File: src/rtl/bias_relu_serializer.sv
// Purpose : takes one M x N fixed-point result matrix per handshake, adds a per-column
//           bias, applies a saturating ReLU (or a plain clamp) and streams the frame out
//           one element per beat.
// Latency : accept at cycle T -> LOAD at T+1 -> first beat (k=0) at T+2. A frame takes
//           M*N+2 cycles when out_ready stays high.
// Backpressure: the input side is refused (in_ready=0) from the accept until the last
//           beat transfers. Output beats are held stable for as long as out_ready is low.
//
// Ports:
//   clk, rst            clock; synchronous active-high reset (discards any held frame)
//   in_valid/in_ready   input handshake for in_matrix (row-major, k=i*N+j) and bias (per column)
//   out_valid/out_ready output handshake for out_data, out_index (k), out_last (k=M*N-1)
//   busy                high while a frame is held (LOAD or STREAM)
module bias_relu_serializer #(
    parameter int M       = 2,
    parameter int N       = 2,
    parameter int DATA_W  = 16,
    parameter int FRAC_W  = 8,
    parameter bit RELU_EN = 1'b1
) (
    input  logic                                      clk,
    input  logic                                      rst,
    input  logic                                      in_valid,
    output logic                                      in_ready,
    input  logic [M*N*DATA_W-1:0]                     in_matrix,
    input  logic [N*DATA_W-1:0]                       bias,
    output logic                                      out_valid,
    input  logic                                      out_ready,
    output logic [DATA_W-1:0]                         out_data,
    output logic [((M*N > 1) ? $clog2(M*N) : 1)-1:0]  out_index,
    output logic                                      out_last,
    output logic                                      busy
);

    localparam int NE    = M * N;
    localparam int IDX_W = (NE > 1) ? $clog2(NE) : 1;

    localparam logic [IDX_W-1:0]  LAST_K  = IDX_W'(NE - 1);
    localparam logic [DATA_W-1:0] SAT_MAX = {1'b0, {(DATA_W-1){1'b1}}};
    localparam logic [DATA_W-1:0] SAT_MIN = {1'b1, {(DATA_W-1){1'b0}}};

    // FRAC_W only documents the Q format; the arithmetic never shifts. A format with no
    // integer bits left is almost certainly a mis-parameterised instance.
    if (FRAC_W < 0 || FRAC_W >= DATA_W) begin : g_bad_frac
        $error("bias_relu_serializer: FRAC_W must lie in [0, DATA_W-1]");
    end

    typedef enum logic [1:0] {
        S_IDLE,
        S_LOAD,
        S_STREAM
    } state_t;

    state_t              r_state;
    logic                r_in_ready;
    logic                r_out_valid;
    logic [DATA_W-1:0]   r_out_data;
    logic [IDX_W-1:0]    r_out_index;
    logic                r_out_last;
    logic                r_busy;
    logic [IDX_W-1:0]    r_k;

    // Frame as captured at the accept edge, and the activated frame written in LOAD.
    logic [NE*DATA_W-1:0] r_mat;
    logic [N*DATA_W-1:0]  r_bias;
    logic [DATA_W-1:0]    r_buf [NE];

    logic [DATA_W-1:0]    w_act [NE];
    logic [IDX_W-1:0]     w_k_next;
    logic                 w_accept;

    assign in_ready  = r_in_ready;
    assign out_valid = r_out_valid;
    assign out_data  = r_out_data;
    assign out_index = r_out_index;
    assign out_last  = r_out_last;
    assign busy      = r_busy;

    assign w_accept  = in_valid && r_in_ready;
    assign w_k_next  = r_k + IDX_W'(1);

    // Sum in DATA_W+1 bits cannot overflow; the top two bits disagree exactly when the
    // true sum is outside the DATA_W range, and the top bit then gives the rail.
    function automatic logic [DATA_W-1:0] f_activate(input logic [DATA_W-1:0] a,
                                                     input logic [DATA_W-1:0] b);
        logic [DATA_W:0]   s;
        logic [DATA_W-1:0] sat;
        s = {a[DATA_W-1], a} + {b[DATA_W-1], b};
        if (s[DATA_W] != s[DATA_W-1]) begin
            sat = s[DATA_W] ? SAT_MIN : SAT_MAX;
        end else begin
            sat = s[DATA_W-1:0];
        end
        if (RELU_EN && sat[DATA_W-1]) begin
            f_activate = '0;
        end else begin
            f_activate = sat;
        end
    endfunction

    always_comb begin
        for (int k = 0; k < NE; k++) begin
            w_act[k] = f_activate(r_mat[k*DATA_W +: DATA_W], r_bias[(k % N)*DATA_W +: DATA_W]);
        end
    end

    // Datapath registers carry no reset: they are only read after a fresh accept/LOAD.
    always_ff @(posedge clk) begin
        if (w_accept) begin
            r_mat  <= in_matrix;
            r_bias <= bias;
        end
        if (r_state == S_LOAD) begin
            for (int k = 0; k < NE; k++) begin
                r_buf[k] <= w_act[k];
            end
        end
    end

    always_ff @(posedge clk) begin
        if (rst) begin
            r_state     <= S_IDLE;
            r_in_ready  <= 1'b1;
            r_out_valid <= 1'b0;
            r_out_data  <= '0;
            r_out_index <= '0;
            r_out_last  <= 1'b0;
            r_busy      <= 1'b0;
            r_k         <= '0;
        end else begin
            case (r_state)
                S_IDLE: begin
                    if (w_accept) begin
                        r_state    <= S_LOAD;
                        r_in_ready <= 1'b0;
                        r_busy     <= 1'b1;
                    end
                end

                // The buffer is written on this edge, so beat 0 comes straight from the
                // activation logic rather than from the buffer.
                S_LOAD: begin
                    r_state     <= S_STREAM;
                    r_out_valid <= 1'b1;
                    r_out_data  <= w_act[0];
                    r_out_index <= '0;
                    r_out_last  <= (NE == 1);
                    r_k         <= '0;
                end

                // out_valid is always high here, so out_ready alone marks a transfer.
                S_STREAM: begin
                    if (out_ready) begin
                        if (r_k == LAST_K) begin
                            r_state     <= S_IDLE;
                            r_out_valid <= 1'b0;
                            r_out_data  <= '0;
                            r_out_index <= '0;
                            r_out_last  <= 1'b0;
                            r_in_ready  <= 1'b1;
                            r_busy      <= 1'b0;
                            r_k         <= '0;
                        end else begin
                            r_k         <= w_k_next;
                            r_out_data  <= r_buf[w_k_next];
                            r_out_index <= w_k_next;
                            r_out_last  <= (w_k_next == LAST_K);
                        end
                    end
                end

                default: begin
                    r_state     <= S_IDLE;
                    r_in_ready  <= 1'b1;
                    r_out_valid <= 1'b0;
                    r_out_data  <= '0;
                    r_out_index <= '0;
                    r_out_last  <= 1'b0;
                    r_busy      <= 1'b0;
                    r_k         <= '0;
                end
            endcase
        end
    end

endmodule

File: config.mk
export PLATFORM = sky130hd
export DESIGN_NAME = bias_relu_serializer
export DESIGN_NICKNAME = d
export VERILOG_FILES = /design/src/rtl/bias_relu_serializer.sv
export SDC_FILE = /design/constraint.sdc
export NUM_CORES = 1
export LEC_CHECK = 0
export ABC_AREA = 1
export ABC_CLOCK_PERIOD_IN_PS = 2700
export BUFFER_PORTS_ARGS = -buffer_cell sky130_fd_sc_hd__buf_2
export CORE_AREA = 4 4 209 150
export DETAILED_ROUTE_END_ITERATION = 7
export DIE_AREA = 0 0 213 154
export PLACE_DENSITY = 0.64
export SLEW_MARGIN = 10
export SYNTH_ARGS = -nofsm -noshare
export SYNTH_HDL_FRONTEND = slang
export SYNTH_SLANG_ARGS = --single-unit
File: constraint.sdc
create_clock -name clk -period 2.7 [get_ports clk]
set_input_delay 0.27 -clock clk [delete_from_list [all_inputs] [get_ports clk]]
set_output_delay 0.27 -clock clk [all_outputs]
set_load 0.02 [all_outputs]
======== After elaboration in Yosys (flattened, before gate mapping) ========
Memories as Yosys holds them, arrays and structs flattened.
Cells that the tools add are included.
storage, ports and cells
  register bits ........................... 120
  RAM bits ................................ 60
  input bits .............................. 100
  logic and storage cells ................. 70
  memories ................................ 1
cells by class
  add/sub/neg operators ................... 5
  equality and inequality tests ........... 11
  multiplexer cells ....................... 36
  bitwise operators ....................... 2
  reductions and logical operators ........ 6
memory list
  memory  words  bits a word  rd ports  clocked after Yosys merged registers in  wr ports  RTL line  RTL
  r_buf   4      15           1         0                                        4         66        logic [DATA_W-1:0] r_buf [NE];
operator list
  operator                                                                count
  16-bit 2-to-1 mux                                                       10
  16-bit by 16-bit adder with 17-bit output                               4
  15-bit 2-to-1 mux                                                       4
  16-bit one-hot mux with 3 select lines                                  1
  1-bit 2-to-1 mux                                                        10
  2-bit 2-to-1 mux                                                        5
  1-bit one-hot mux with 3 select lines                                   3
  2-bit equality test (second input constant)                             3
  2-bit inequality test (second input constant)                           3
  2-bit one-hot mux with 3 select lines                                   1
  3-bit AND reduction                                                     2
  1-bit inequality test                                                   4
  2-bit one-hot mux with 2 select lines                                   1
  4-bit AND reduction                                                     1
  2-bit by 1-bit adder with 2-bit output (second input constant)          1
  2-bit by 1-bit equality test with 1-bit output (second input constant)  1
  2-bit zero test                                                         1
  1-bit inverter                                                          2
  1-bit one-hot mux with 2 select lines                                   1
  2-bit AND reduction                                                     1
  1-bit logical AND                                                       1

======== Longest topological paths before layout ========
Gate-level depths: netlist of run 1.
  word-level depth ........................ 5
  gate-level depth with buffers ........... 16
  gate-level depth less buffers ........... 15

======== Least setup slack after synthesis of run 1 ========
No wires, ideal clock.
  kind .................................... reg-to-reg
  start ................................... reg r_in_ready (netlist: in_ready)
  end ..................................... reg r_bias[0] (enable)
  setup time .............................. 0.450 ns
  data arrival time ....................... 2.411 ns
  data required time ...................... 2.250 ns
  path slack .............................. -0.160 ns
  stages on the path, launching flop included .. 3
  path buffers ............................ 0
  clock period less this slack ............ 2.860 ns
  path through ............................ dfxtp_1 nand2_1 inv_1
between the ends
  word-level cells in the longest chain between the ends .. 1
ends and longest elaborated chain
  what                      RTL line  RTL
  start: declaration        55        logic r_in_ready;
  start signal: assignment  123       r_in_ready <= 1'b1;
  start signal: assignment  135       r_in_ready <= 1'b0;
  start signal: assignment  160       r_in_ready <= 1'b1;
  1-bit logical AND         79        assign w_accept = in_valid && r_in_ready;
  via w_accept              70        logic w_accept;
  end signal: assignment    111       r_bias <= bias;
  end: declaration          65        logic [N*DATA_W-1:0] r_bias;
The timed path passes the listed nets, and every way through them passes these cells.
A chain may end at the register's enable or synchronous reset.

==> run_results.csv, run 1 <==
group,metric,value,unit
status,status,"finished, final reports clean",
floorplanning,fp.dieW,213,um
synthesis,synth_top_family_by_area,"simple AND/OR/NAND/NOR gates",
clock_network,cts_inserted_buffers,17,
power,p_comb_share,41.2,%
power,ir_worst_vdd,452.5,uV
flow_run,maxCapViolCount,0,
synthesis,synth_area,0.01013,mm^2
synthesis,synth_adder_area_share,9.309,%
floorplanning,fp.dieH,154,um
placement,place_hpwl,19.64,mm
synthesis,synth_cell_types,35,
final_layout,finalNetCount,1499,
routing,num_vias,8260,
floorplanning,die_area,0.03280,mm^2
final_layout,num-fill-cells,2893,
sta,setup_tns,0,ps
sta,min_period,2503,ps
critical_path,timing.rr.end,"r_buf[3][2]",
power,swShare,39.62,%
sta,setup_viol,0,
synthesis,yosys.area_share.simple,20.02,%
floorplanning,core,0.02951,mm^2
clock_network,clkTransAtPathRegs,70,ps
synthesis,yosys.area.top_type_share,46.22,%
synthesis,ys_seq_area_share,50.77,%
synthesis,synth_xor_area_share,3.457,%
critical_path,r2r_cells,13,
placement,place_congestion,0.8869,
power,seq_power_share,37.4,%
power,pwr-share-clk,21.4,%
sta,fmax,399.6,MHz
synthesis,netlist_instances,1122,
synthesis,synth_compound_area_share,9.914,%
grt,grt_max_degree,97,
routing,vias_per_cell,4.791,
power,p_per_area,902.0,mW/mm^2
floorplanning,placementRows,53,
sta,final_hold_viol_count,0,
synthesis,synthMuxAreaShare,0,%
placement,port_buffers,120,
floorplanning,ioPinCount,122,
critical_path,startpoint_type,"flop",
final_layout,area_delta_synth_final,23.62,%
clock_network,clk_latency,450,ps
grt,grt_pass1_vias,7861,
synthesis,syn_nets,1295,
final_layout,instances_no_fill,1724,
sta,slew_headroom,55.72,%
clock_network,cts_sinks,179,
routing,routedWlPerCell,15.06,um
critical_path,cp.required,2910,ps
sta,maxSlewViolCount,0,
clock_network,htree_levels,4,
routing,drt_iter0_drc,787,
final_layout,multi_input_area,0.004360,mm^2
floorplanning,start_util,34.34,%
grt,grt_use_total,15.96,%
final_layout,drive_gt1_share,15.16,%
critical_path,arrival,2710,ps
hold_path,min_from,"in_matrix[19]",
clock_network,clock-root-buffer,"clkbuf_16",
critical_path,rr_startpoint,"r_bias[16]",
final_layout,antenna_cells,0,
critical_path,path_max_fanout,9,
sta,worstMarginPinSlew,664.2,ps
grt,grt.overflow.total,0,
hold_path,hp-class,"input pin to flop",
synthesis,synthTopCellsByArea,"edfxtp_1 46%, nand2_1 12%, ha_1 8.5%, inv_1 4.9%, dfxtp_1 4.5%",
synthesis,ys_warn_count,0,
critical_path,endpoint_kind,"flop",
synthesis,avgSynthCellArea,9.033,um^2
hold_path,hold_depth,1,
sta,finalCritPeriodShare,92.69,%
synthesis,yosysTopAreaCell,"edfxtp_1",
routing,finalWirelength,25.96,mm
grt,antenna_found_initial,1,
routing,detail-route-antenna-nets,0,
power,p_switching,0.004477,W
placement,dp_cells,1615,
hold_path,min_to,"r_mat[19]",
final_layout,ff_latch_area,0.005145,mm^2
critical_path,reg2reg_slack,200,ps
grt,grt_pass1_wl,41.52,mm
routing,drc,0,
routing,drtPass1Iterations,5,
critical_path,crit_type,"flop to flop",
power,intPower,0.006823,W
clock_network,tritoncts,"done",
sta,grt_setup_unrepaired,"false",
power,p_leak,5.665,nW
sta,fin_skew,16.77,ps
synthesis,ys_ff_latch,179,
clock_network,cts_buffer_depth,2,
-- Yosys cell counts --
library cell / number
nand2_1: 318
edfxtp_1: 156
inv_1: 132
a21oi_1: 86
nor2_1: 70
ha_1: 69
nand3_1: 58
o21ai_0: 54
dfxtp_1: 23
xnor2_1: 22
xor2_1: 18
o22ai_1: 15
clkbuf_1: 12
nand2_2: 11
nand3b_1: 9
a21oi_2: 8
nand4_1: 7
a21o_1: 6
buf_4: 6
nor3_1: 6
o21bai_1: 6
inv_2: 5
fa_1: 4
and2_1: 3
buf_6: 3
o21ai_2: 3
a211oi_1: 2
nand3_2: 2
nor2_2: 2
a221oi_1: 1
buf_2: 1
buf_8: 1
conb_1: 1
nand2_4: 1
nor3_2: 1
-- per-layer routing --
metal / GRT usage, % / share of wire, %
met1: 26.14 / 53
met4: 3.464 / 1.1
met2: 21.19 / 39
met5: 0 / 0.050
met3: 3.324 / 6.6
-- metrics by stage --
step	cell area (um^2)	power [W]	worst slack [ps]	hold slack, ps	util, %
finish	12530	0.01130	197.3	8.279	42.46
CTS	12480	0.01131	40.25	0.1115	42.31
detailed placement	11170	0.008769	49.99	448.2	37.87
global route	12530	0.01218	1.489	0.8431	42.46
floorplan	10140	0.007583	398.0	368.9	-
global placement	11170	0.008722	112.0	447.8	37.87
-- critical path, cell delays in order (launching register included) --
cell      delay (ps)
edfxtp_1         410
ha_1             230
fa_1             410
nand3_1           90
nand3_1          170
a21oi_2          230
nand3b_1         150
nand2_1           70
nand2_1           80
nand2_1           60
nand2_2          140
inv_2            100
nand2_1           90
inv_1             40
-- sequential cells by signal, summed over array words and instances, names as in the netlist --
| register | count |
|---|---|
| busy | 1 |
| out_valid | 1 |
| r_k | 2 |
| r_state | 2 |
| out_last | 1 |
| r_mat | 64 |
| r_buf | 60 |
| r_bias | 32 |
| out_data | 15 |
| in_ready | 1 |
-- logic make-up after synthesis --
group / Yosys count
flops: 179
buf+inv: 160
xor+xnor: 40
fa+ha+maj: 73
compound gates: 181
other cells: 1
simple gates: 488
-- layout make-up --
class	instances	share of cell area [%]
Sequential cell	179	41.07
Timing Repair Buffer	208	11.68
Clock buffer	19	3.455
Clock inverter	13	1.009
Inverter	137	4.135
Multi-Input combinational cell	783	34.80
Tap cell	385	3.845
-- worst max-delay path by stage --
| stage | from | end | cells after the start |
|---|---|---|---|
| 2_1_floorplan | in_ready | r_bias[0] | 2 |
| 3_3_place_gp | r_bias[0] | r_buf[2][8] | 13 |
| 3_5_place_dp | r_bias[0] | r_buf[2][5] | 13 |
| 4_1_cts | r_bias[0] | r_buf[2][5] | 13 |
| 5_1_grt | r_bias[16] | r_buf[1][5] | 13 |
| 6_report | r_bias[16] | r_buf[3][2] | 13 |
-- power by group through the flow --
stage	clock network, W	logic [W]	registers [W]
5_1_grt	0.00261	0.00530	0.00428
2_1_floorplan	0	0.00337	0.00421
6_report	0.00242	0.00466	0.00422
3_5_place_dp	0	0.00448	0.00429
3_3_place_gp	0	0.00444	0.00428
4_1_cts	0.00248	0.00460	0.00423
-- repair_timing --
item                                    CTS  global route
buffers inserted                          0             1
endpoints found under the hold margin    75             1
endpoints found under the setup margin    0            43
hold buffers                             75             1
gates resized for setup                   0             7
-- cells in the final DEF (no fill, tap or decap), types with 23 or more instances in the layout --
master and count:
nor2_1 70, ha_1 68, dfxtp_1 23, buf_2 120, o21ai_0 54, edfxtp_1 156
inv_1 131, a21oi_1 83, nand3_1 57, nand2_1 316, dlygate4sd3_1 76
Note: power is estimated with default switching activity, not from simulation.
==> run 2, diff against run 1 <==
--- a/config.mk
+++ b/config.mk
@@ -8,10 +8,10 @@
 export ABC_AREA = 1
 export ABC_CLOCK_PERIOD_IN_PS = 2700
 export BUFFER_PORTS_ARGS = -buffer_cell sky130_fd_sc_hd__buf_2
-export CORE_AREA = 4 4 209 150
+export CORE_AREA = 4 4 196 141
 export DETAILED_ROUTE_END_ITERATION = 7
-export DIE_AREA = 0 0 213 154
-export PLACE_DENSITY = 0.64
+export DIE_AREA = 0 0 200 145
+export PLACE_DENSITY = 0.7
 export SLEW_MARGIN = 10
 export SYNTH_ARGS = -nofsm -noshare
 export SYNTH_HDL_FRONTEND = slang
==> run 2 against run 1 <==
Power rose by 0.15%. Global-route usage is 1.2 points higher. Count of clock-buffer cells in the layout fell by 1. Sequential power about the same. Critical endpoint is now r_buf[2][7]. Fmax decreased by 2.1%. Sequential cell count unchanged. Combinational power is essentially flat.
==> run_results.csv, run 2 (synthesis results as in run 1) <==
group,metric,value,unit
status,status,"finished, final reports clean",
final_layout,finalNetCount,1496,
hold_path,hold_depth,1,
placement,dpl_cell_area,0.01113,mm^2
grt,grtUsageMet1,28.11,%
grt,grt_pass1_wl,39.64,mm
power,total_power,0.01132,W
floorplanning,ioPinCount,122,
placement,dpl_worst_slack,79.84,ps
critical_path,arrival,2750,ps
sta,min_period,2556,ps
critical_path,rr_startpoint,"r_bias[0]",
final_layout,largest_reg_flops,64,
routing,drtPass1Iterations,5,
grt,top_usage_layer,"met1",
grt,grt_pass1_vias,7759,
clock_network,clkTransAtPathRegs,70,ps
routing,drt_iter0_drc,657,
final_layout,ff_latch_area,0.005145,mm^2
power,p_per_area,908.6,mW/mm^2
final_layout,drive_gt1_share,15.27,%
critical_path,cp.required,2900,ps
final_layout,instances_no_fill,1667,
critical_path,path_max_fanout,9,
routing,drc,0,
hold_path,min_to,"r_mat[48]",
final_layout,multi_input_area,0.004360,mm^2
hold_path,hp-class,"input pin to flop",
final_layout,num-fill-cells,2366,
sta,finalWorstSetupSlack,143.8,ps
sta,fmax,391.2,MHz
sta,worstMarginPinSlew,715.9,ps
floorplanning,placementRows,49,
placement,port_buffers,120,
sta,hold_slack,21.50,ps
placement,place_hpwl,19.09,mm
final_layout,final_cell_mix,"316 x nand2_1, 156 x edfxtp_1, 131 x inv_1",
final_layout,reg_top3,"r_mat: 64 flops, r_buf: 60 flops, r_bias: 32 flops",
grt,grt_use_total,17.18,%
floorplanning,fp.dieH,145,um
clock_network,tritoncts,"done",
routing,finalWirelength,25.13,mm
grt,gr-usage-met3,3.685,%
floorplanning,fp.dieW,200,um
power,ir_worst_vdd,564.5,uV
hold_path,min_from,"in_matrix[48]",
grt,grt.overflow.total,0,
routing,num_vias,8163,
clock_network,clk_latency,440,ps
flow_run,maxCapViolCount,0,
clock_network,cts_inserted_buffers,17,
sta,maxSlewViolCount,0,
routing,routedWlPerCell,15.08,um
final_layout,antenna_cells,0,
power,p_leak,5.664,nW
clock_network,cts_buffer_depth,2,
grt,met2_usage,23.17,%
sta,slew_headroom,52.28,%
sta,fin_skew,13.14,ps
critical_path,r2r_cells,13,
clock_network,htree_levels,4,
critical_path,timing.rr.end,"r_buf[2][7]",
critical_path,reg2reg_slack,140,ps
placement,dp_cells,1562,
sta,setup_viol,0,
final_layout,regMostFlops,"r_mat",
grt,grt_max_degree,97,
critical_path,crit_type,"flop to flop",
floorplanning,start_util,39.64,%
final_layout,area_delta_synth_final,22.89,%
placement,place_congestion,0.9167,
critical_path,endpoint_kind,"flop",
routing,detail-route-antenna-nets,0,
floorplanning,core,0.02557,mm^2
clock_network,clock-root-buffer,"clkbuf_16",
clock_network,cts_sinks,179,
sta,final_hold_viol_count,0,
final_layout,fin_area,0.01245,mm^2
final_layout,layout_commonest_cell,"nand2_1",
sta,finalCritPeriodShare,94.67,%
critical_path,startpoint_type,"flop",
floorplanning,die_area,0.02900,mm^2
routing,vias_per_cell,4.897,
grt,antenna_found_initial,0,
==> run 2: cell count changes in the layout (fill, tap and decap cells not counted), sizes merged <==
cell / change
dlygate4sd3: -4
inv: +3
buf: +1
clkbuf: -1
clkinv: -1
clkinvlp: -1
==> run 2: routing by layer <==
metal / wire, um / vias to the layer above
li1: - / 4167
met1: 12760 / 3708
met2: 10080 / 269
met3: 2120 / 19
met4: 176 / 0
met5: 0 / -
==> run 2: power breakdown <==
part | internal (W) | total [W] | switching, W
logic | 0.00162 | 0.00465 | 0.00303
registers | 0.00394 | 0.00423 | 0.000298
clock network | 0.00130 | 0.00244 | 0.00114
total | 0.00686 | 0.0113 | 0.00446
==> run 2: per-stage QoR <==
step                util [%]  setup TNS (ps)
finish                 48.72               0
global route           48.72          -243.4
CTS                    47.88               0
detailed placement     43.52               0
global placement       43.52               0
floorplan                  -               0
==> run 2: worst max-delay path by stage <==
| stage | slack, ps | start | end | depth (start not counted) |
|---|---|---|---|---|
| after CTS | 60 | r_bias[0] | r_buf[2][0] | 13 |
| after global routing | -40 | r_bias[0] | r_buf[2][6] | 13 |
| after floorplan | 400 | in_ready | r_bias[0] | 2 |
| after global placement | 140 | r_bias[0] | r_buf[2][2] | 13 |
| after detailed placement | 80 | r_bias[0] | r_buf[2][7] | 13 |
| final | 140 | r_bias[0] | r_buf[2][7] | 13 |
==> run 2: repair_timing <==
action / in CTS / in global routing
buffers inserted: 0 / 1
endpoints found under the setup margin: 0 / 46
hold buffers: 54 / 18
hold endpoints to repair: 54 / 18
gates resized for setup: 0 / 7
==> run 2: final cells by class <==
type / instances / area share [%]
sequential: 179 / 41.31
tap: 331 / 3.325
clock buffer: 18 / 3.446
clock inverter: 14 / 1.155
inverter: 137 / 4.159
timing repair buffer: 205 / 11.59
multi-input combinational: 783 / 35.01
==> run 2: critical path, stage by stage (launching register included) <==
cell	delay, ps
edfxtp_1	460
ha_1	250
fa_1	410
nand3_1	80
nand3_1	140
a21oi_2	250
nand3b_1	160
nand2_1	60
nand2_1	80
nand2_1	90
nand2_4	110
inv_2	80
nand2_1	80
inv_1	40
